$ cat src/rtl/serial_sub_pkg.sv
// Shared types and helpers for the multi-cycle serial subtractor.
package serial_sub_pkg;

  typedef enum logic [1:0] {
    IDLE = 2'd0,
    SUB  = 2'd1,
    DONE = 2'd2
  } sub_state_t;

  function automatic int cnt_width(input int k);
    return (k > 1) ? $clog2(k) : 1;
  endfunction

endpackage

$ cat src/rtl/serial_subtractor_sub_slice.sv
// Combinational W-bit subtract slice: d = a - b - bin (mod 2^W), bout = borrow out.
module sub_slice #(
  parameter int W = 1
) (
  input  logic [W-1:0] a,
  input  logic [W-1:0] b,
  input  logic         bin,
  output logic [W-1:0] d,
  output logic         bout
);

  logic [W:0] full_s;

  // One extra bit catches the borrow as the sign of the widened difference.
  always_comb begin
    full_s = {1'b0, a} - {1'b0, b} - {{W{1'b0}}, bin};
  end

  assign d    = full_s[W-1:0];
  assign bout = full_s[W];

endmodule

$ cat src/rtl/serial_subtractor.sv
// Multi-cycle ripple subtractor, BITS_PER_CYCLE bits per clock, LSB slice first.
// Optional signed overflow output enabled by defining SERIAL_SUB_SIGNED_OVF_EN.
module serial_subtractor
  import serial_sub_pkg::*;
#(
  parameter int NUM_BITS       = 16,
  parameter int BITS_PER_CYCLE = 1
) (
  input  logic                clk,
  input  logic                n_rst,
  input  logic                start,
  input  logic [NUM_BITS-1:0] a,
  input  logic [NUM_BITS-1:0] b,
  input  logic                borrow_in,
  output logic                busy,
  output logic                done,
  output logic [NUM_BITS-1:0] diff,
  output logic                underflow
`ifdef SERIAL_SUB_SIGNED_OVF_EN
  ,
  output logic                signed_ovf
`endif
);

  localparam int K  = NUM_BITS / BITS_PER_CYCLE;
  localparam int CW = cnt_width(K);
  localparam logic [CW-1:0] LAST = CW'(K - 1);

  sub_state_t                state_r, state_nxt_s;
  logic [CW-1:0]             count_r;
  logic [NUM_BITS-1:0]       a_sh_r, b_sh_r;
  logic                      borrow_r;
  logic [NUM_BITS-1:0]       diff_r;
  logic                      underflow_r;
  logic                      accept_s;
  logic                      last_s;
  logic [BITS_PER_CYCLE-1:0] slice_d_s;
  logic                      slice_bout_s;
  logic [NUM_BITS-1:0]       result_s;

  sub_slice #(.W(BITS_PER_CYCLE)) u_slice (
    .a    (a_sh_r[BITS_PER_CYCLE-1:0]),
    .b    (b_sh_r[BITS_PER_CYCLE-1:0]),
    .bin  (borrow_r),
    .d    (slice_d_s),
    .bout (slice_bout_s)
  );

  // Result bits enter from the top so the final slice lands the word in place.
  generate
    if (K > 1) begin : g_multi
      logic [NUM_BITS-BITS_PER_CYCLE-1:0] work_r;

      always_ff @(posedge clk or negedge n_rst) begin
        if (!n_rst) begin
          work_r <= '0;
        end else if (state_r == SUB) begin
          work_r <= result_s[NUM_BITS-1:BITS_PER_CYCLE];
        end else begin
          work_r <= work_r;
        end
      end

      assign result_s = {slice_d_s, work_r};
    end else begin : g_single
      assign result_s = slice_d_s;
    end
  endgenerate

  always_comb begin
    accept_s = start && ((state_r == IDLE) || (state_r == DONE));
    last_s   = (state_r == SUB) && (count_r == LAST);
  end

  always_ff @(posedge clk or negedge n_rst) begin
    if (!n_rst) begin
      state_r <= IDLE;
    end else begin
      state_r <= state_nxt_s;
    end
  end

  always_comb begin
    state_nxt_s = state_r;
    case (state_r)
      IDLE:    state_nxt_s = start ? SUB : IDLE;
      SUB:     state_nxt_s = (count_r == LAST) ? DONE : SUB;
      DONE:    state_nxt_s = start ? SUB : IDLE;
      default: state_nxt_s = IDLE;
    endcase
  end

  always_comb begin
    busy = (state_r == SUB);
    done = (state_r == DONE);
  end

  // Operand shift registers, running borrow and slice counter.
  always_ff @(posedge clk or negedge n_rst) begin
    if (!n_rst) begin
      a_sh_r   <= '0;
      b_sh_r   <= '0;
      borrow_r <= 1'b0;
      count_r  <= '0;
    end else if (accept_s) begin
      a_sh_r   <= a;
      b_sh_r   <= b;
      borrow_r <= borrow_in;
      count_r  <= '0;
    end else if (state_r == SUB) begin
      a_sh_r   <= a_sh_r >> BITS_PER_CYCLE;
      b_sh_r   <= b_sh_r >> BITS_PER_CYCLE;
      borrow_r <= slice_bout_s;
      count_r  <= count_r + CW'(1);
    end else begin
      a_sh_r   <= a_sh_r;
      b_sh_r   <= b_sh_r;
      borrow_r <= borrow_r;
      count_r  <= count_r;
    end
  end

  always_ff @(posedge clk or negedge n_rst) begin
    if (!n_rst) begin
      diff_r      <= '0;
      underflow_r <= 1'b0;
    end else if (last_s) begin
      diff_r      <= result_s;
      underflow_r <= slice_bout_s;
    end else begin
      diff_r      <= diff_r;
      underflow_r <= underflow_r;
    end
  end

  assign diff      = diff_r;
  assign underflow = underflow_r;

`ifdef SERIAL_SUB_SIGNED_OVF_EN
  logic a_msb_r, b_msb_r, signed_ovf_r;

  // Operand signs are kept aside because the shift registers lose them.
  always_ff @(posedge clk or negedge n_rst) begin
    if (!n_rst) begin
      a_msb_r      <= 1'b0;
      b_msb_r      <= 1'b0;
      signed_ovf_r <= 1'b0;
    end else if (accept_s) begin
      a_msb_r      <= a[NUM_BITS-1];
      b_msb_r      <= b[NUM_BITS-1];
      signed_ovf_r <= signed_ovf_r;
    end else if (last_s) begin
      a_msb_r      <= a_msb_r;
      b_msb_r      <= b_msb_r;
      signed_ovf_r <= (a_msb_r != b_msb_r) && (result_s[NUM_BITS-1] != a_msb_r);
    end else begin
      a_msb_r      <= a_msb_r;
      b_msb_r      <= b_msb_r;
      signed_ovf_r <= signed_ovf_r;
    end
  end

  assign signed_ovf = signed_ovf_r;
`endif

endmodule
$ cat config.mk
export PLATFORM = sky130hd
export DESIGN_NAME = serial_subtractor
export DESIGN_NICKNAME = d
export VERILOG_FILES = /design/src/rtl/serial_sub_pkg.sv /design/src/rtl/serial_subtractor_sub_slice.sv /design/src/rtl/serial_subtractor.sv
export SDC_FILE = /design/constraint.sdc
export NUM_CORES = 1
export LEC_CHECK = 0
export ABC_AREA = 1
export CORE_MARGIN = 2
export CORE_UTILIZATION = 57
export CTS_CLUSTER_SIZE = 28
export DETAILED_ROUTE_END_ITERATION = 10
export PLACE_DENSITY = 0.85
export SYNTH_ARGS = -nofsm -noshare
export SYNTH_HDL_FRONTEND = slang
export SYNTH_SLANG_ARGS = --single-unit
$ cat constraint.sdc
create_clock -name clk -period 3.6 [get_ports clk]
set_clock_uncertainty 0.1 [all_clocks]
set_input_delay 0.54 -clock clk [delete_from_list [all_inputs] [get_ports clk]]
set_output_delay 0.54 -clock clk [all_outputs]
set_load 0.1 [all_outputs]
==> results.md <==
- Outcome: finished, final reports clean
- Syn Inst Count: roughly 420
- Root Driver: clkbuf_8
- GRT overflow: 0
- Netlist Area Pre-Place: 3210 sq um
- RSZ-0062 raised after global routing: false
- Worst-path clk slew: ~0.07 ns
- Via density: ~4.9
- Total CTS buffers: 9
- Clock sink count: between 70 and 80
- First-pass GRT wire length: ~11 mm
- Starting Density: between 50% and 60%
- XOR/XNOR share of the synthesized area: 0%
- Setup crit start kind: flip-flop
- Max FO, Critical Path: 4
- Die area: about 6300 sq um
- Post-synthesis mux area share: 0%
- Port bufs: 54
- GPL Wtd Cong: slightly below 0.8
- Vias: between 2000 and 3000
- Unique masters post-synth: 19
- Commonest cells after routing, fill and taps aside: nand2_1 (216), dfrtp_1 (71), clkdlybuf4s50_1 (52)
- Comb pwr share: 48.6%
- Post-CTS Setup Bufs: 0
- Final WL: 6.09 mm
- Net Switching: about 1.8 mW
- Final Max Tran Viols: 0
- Fmax: around 0.37 GHz
- Register area share after synthesis: 55.3%
- Sequential cell fraction of total power: about a third
- Wire per inst: between 10 and 15 um
- Worst-Margin Slew: ~0.97 ns
- Final antenna diode count: 0
- Skew-Pair Late Insertion Delay: 0.34 ns
- Clock power frac: between 10% and 20%
- Hold-fix buffers, CTS: 0
- Ports: between 50 and 60
- Class of the worst hold path: in -> async
- Net Count, Synth: between 400 and 500
- Final Cycle Share: approximately three quarters
- Leakage Power: 2.12 nW
- Initial antenna violation count: 0
- H-tree Lvls: 3
- Switching share of power: 48.2%
- Pre-antenna DRT Iters: 4
- Min Tclk post-route: 2.68 ns
- Vias in the first global route: approximately 2600
- Core footprint: between 5000 and 6000 sq um
- Die Y-Extent: 79.1 um
- Final HPWL DP: 3.93 mm
- Share of layout cells above drive strength 1: under 10%
- VDD IR max: 0.000639 V
- Clk buf depth: 2
- Critical path type: reg -> out
- Complex-gate fraction of the synthesized area: under 10%
- Layout area overhead: 23.8%
- WP data arrival: 2.04 ns
- Die X: slightly below 80 um
- Final nets: between 500 and 600
- CP Capture Type: output port
- Drc violations: 0
- Int Power: around 2.0 mW
- Syn Area/Cell: slightly below 8 sq um
- Synth Area in Adders: ~1%
- GRT Total Usage: about a fifth
- CTS tree: done
- DRT iter0 DRCs: roughly 170
- Detail Route Antenna Nets: 0
- Most common cell after layout, fill and taps aside: nand2_1
- Power, Total: ~3.8 mW
- Max Cap Viol: 0
- Relative slew slack: between 30% and 40%
- Pin count of the biggest net entering global routing: 72
- Endpoints failing hold: 0
- Setup violations, final: 0
- Row count: 27
- Setup TNS: 0 ns
- Pwr per Cell Area: around 960 nW/um^2
- PostCTS Resize Cnt: 0
- Synth warn: 0
- Largest family of logic cells by synthesized area: simple AND/OR/NAND/NOR gates
- FF+latch count, synth: 71
- Simple-gate area share of the yosys netlist: between 30% and 40%
- WP data required: ~3.0 ns
==> cells in the mapped netlist (all sizes together) <==
cell,instances,area [sq um]
inv,44,165
dfrtp,71,1780
nand4,1,6.26
nand3,20,105
ha,1,12.5
nor2,6,30.0
buf,16,88.8
nand2,217,817
clkbuf,4,15.0
or2,1,6.26
a21oi,1,5.00
fa,1,20.0
o21ai,33,165
==> power groups by stage <==
stage               registers [mW]  logic (mW)  clock network, mW
floorplan                     1.98       0.807                  0
global placement              1.34        1.82                  0
detailed placement            1.35        1.87                  0
CTS                           1.34        1.88              0.639
global route                  1.39        2.03              0.673
finish                        1.34        1.86              0.626
==> logic make-up (layout without fill, tap and decap cells) <==
group | after synthesis | after routing
adder cells (fa/ha/maj) | 2 | 2
AND/OR/NAND/NOR | 245 | 245
flip-flops | 71 | 71
AO/OA/AOI/OAI | 34 | 34
buffers and inverters | 64 | 120
==> path summary, 6_finish.rpt <==
check	start	to	slack, ns	cells after the start
max	state_r[0]	done	0.92	2
min in group clk	a_sh_r[15]	a_sh_r[15]	0.38	2
min reg2reg	a_sh_r[15]	a_sh_r[15]	0.38	2
min	n_rst	b_sh_r[14]	0.29	2
max reg2reg	state_r[0]	a_sh_r[0]	1.56	8
max in group asynchronous	n_rst	count_r[2]	2.54	2
==> critical path, cell delays in order, from the launching register on <==
cell and delay (ns):
dfrtp_1 0.43, nor2_1 0.13, clkdlybuf4s50_1 1.14
==> registers in the layout, indices dropped and copies added, names as in the netlist <==
signal,flops
a_sh_r,16
b_sh_r,16
borrow_r,1
count_r,4
diff,16
g_multi.work_r,15
state_r,2
underflow,1
==> metrics by stage <==
step                      util [%]  std cells  area (sq um)  hold WS [ns]  worst slack, ns
after detailed placement      69.1        528          3780         0.365             1.06
after global routing          72.7        544          3980         0.396            0.854
after floorplan                  -        416          3210         0.144             1.29
after global placement        69.1        528          3780         0.359             1.12
after CTS                     72.7        544          3980         0.334            0.912
final                         72.7        544          3980         0.294            0.923
==> routing by layer <==
layer | wire [um] | global-route usage (%)
met1 | 2760 | 26.6
met2 | 3010 | 37.0
met3 | 264 | 2.84
met4 | 63 | 10.0
met5 | 0 | 0
==> cell type report <==
class / count / area (sq um)
fill: 418 / 1500
clock buffer: 10 / 138
inverter: 44 / 165
multi-input combinational: 281 / 1170
tap: 72 / 90.1
sequential: 71 / 1780
timing repair buffer: 60 / 578
clock inverter: 6 / 60.1
Note: power is estimated with default switching activity, not from simulation.
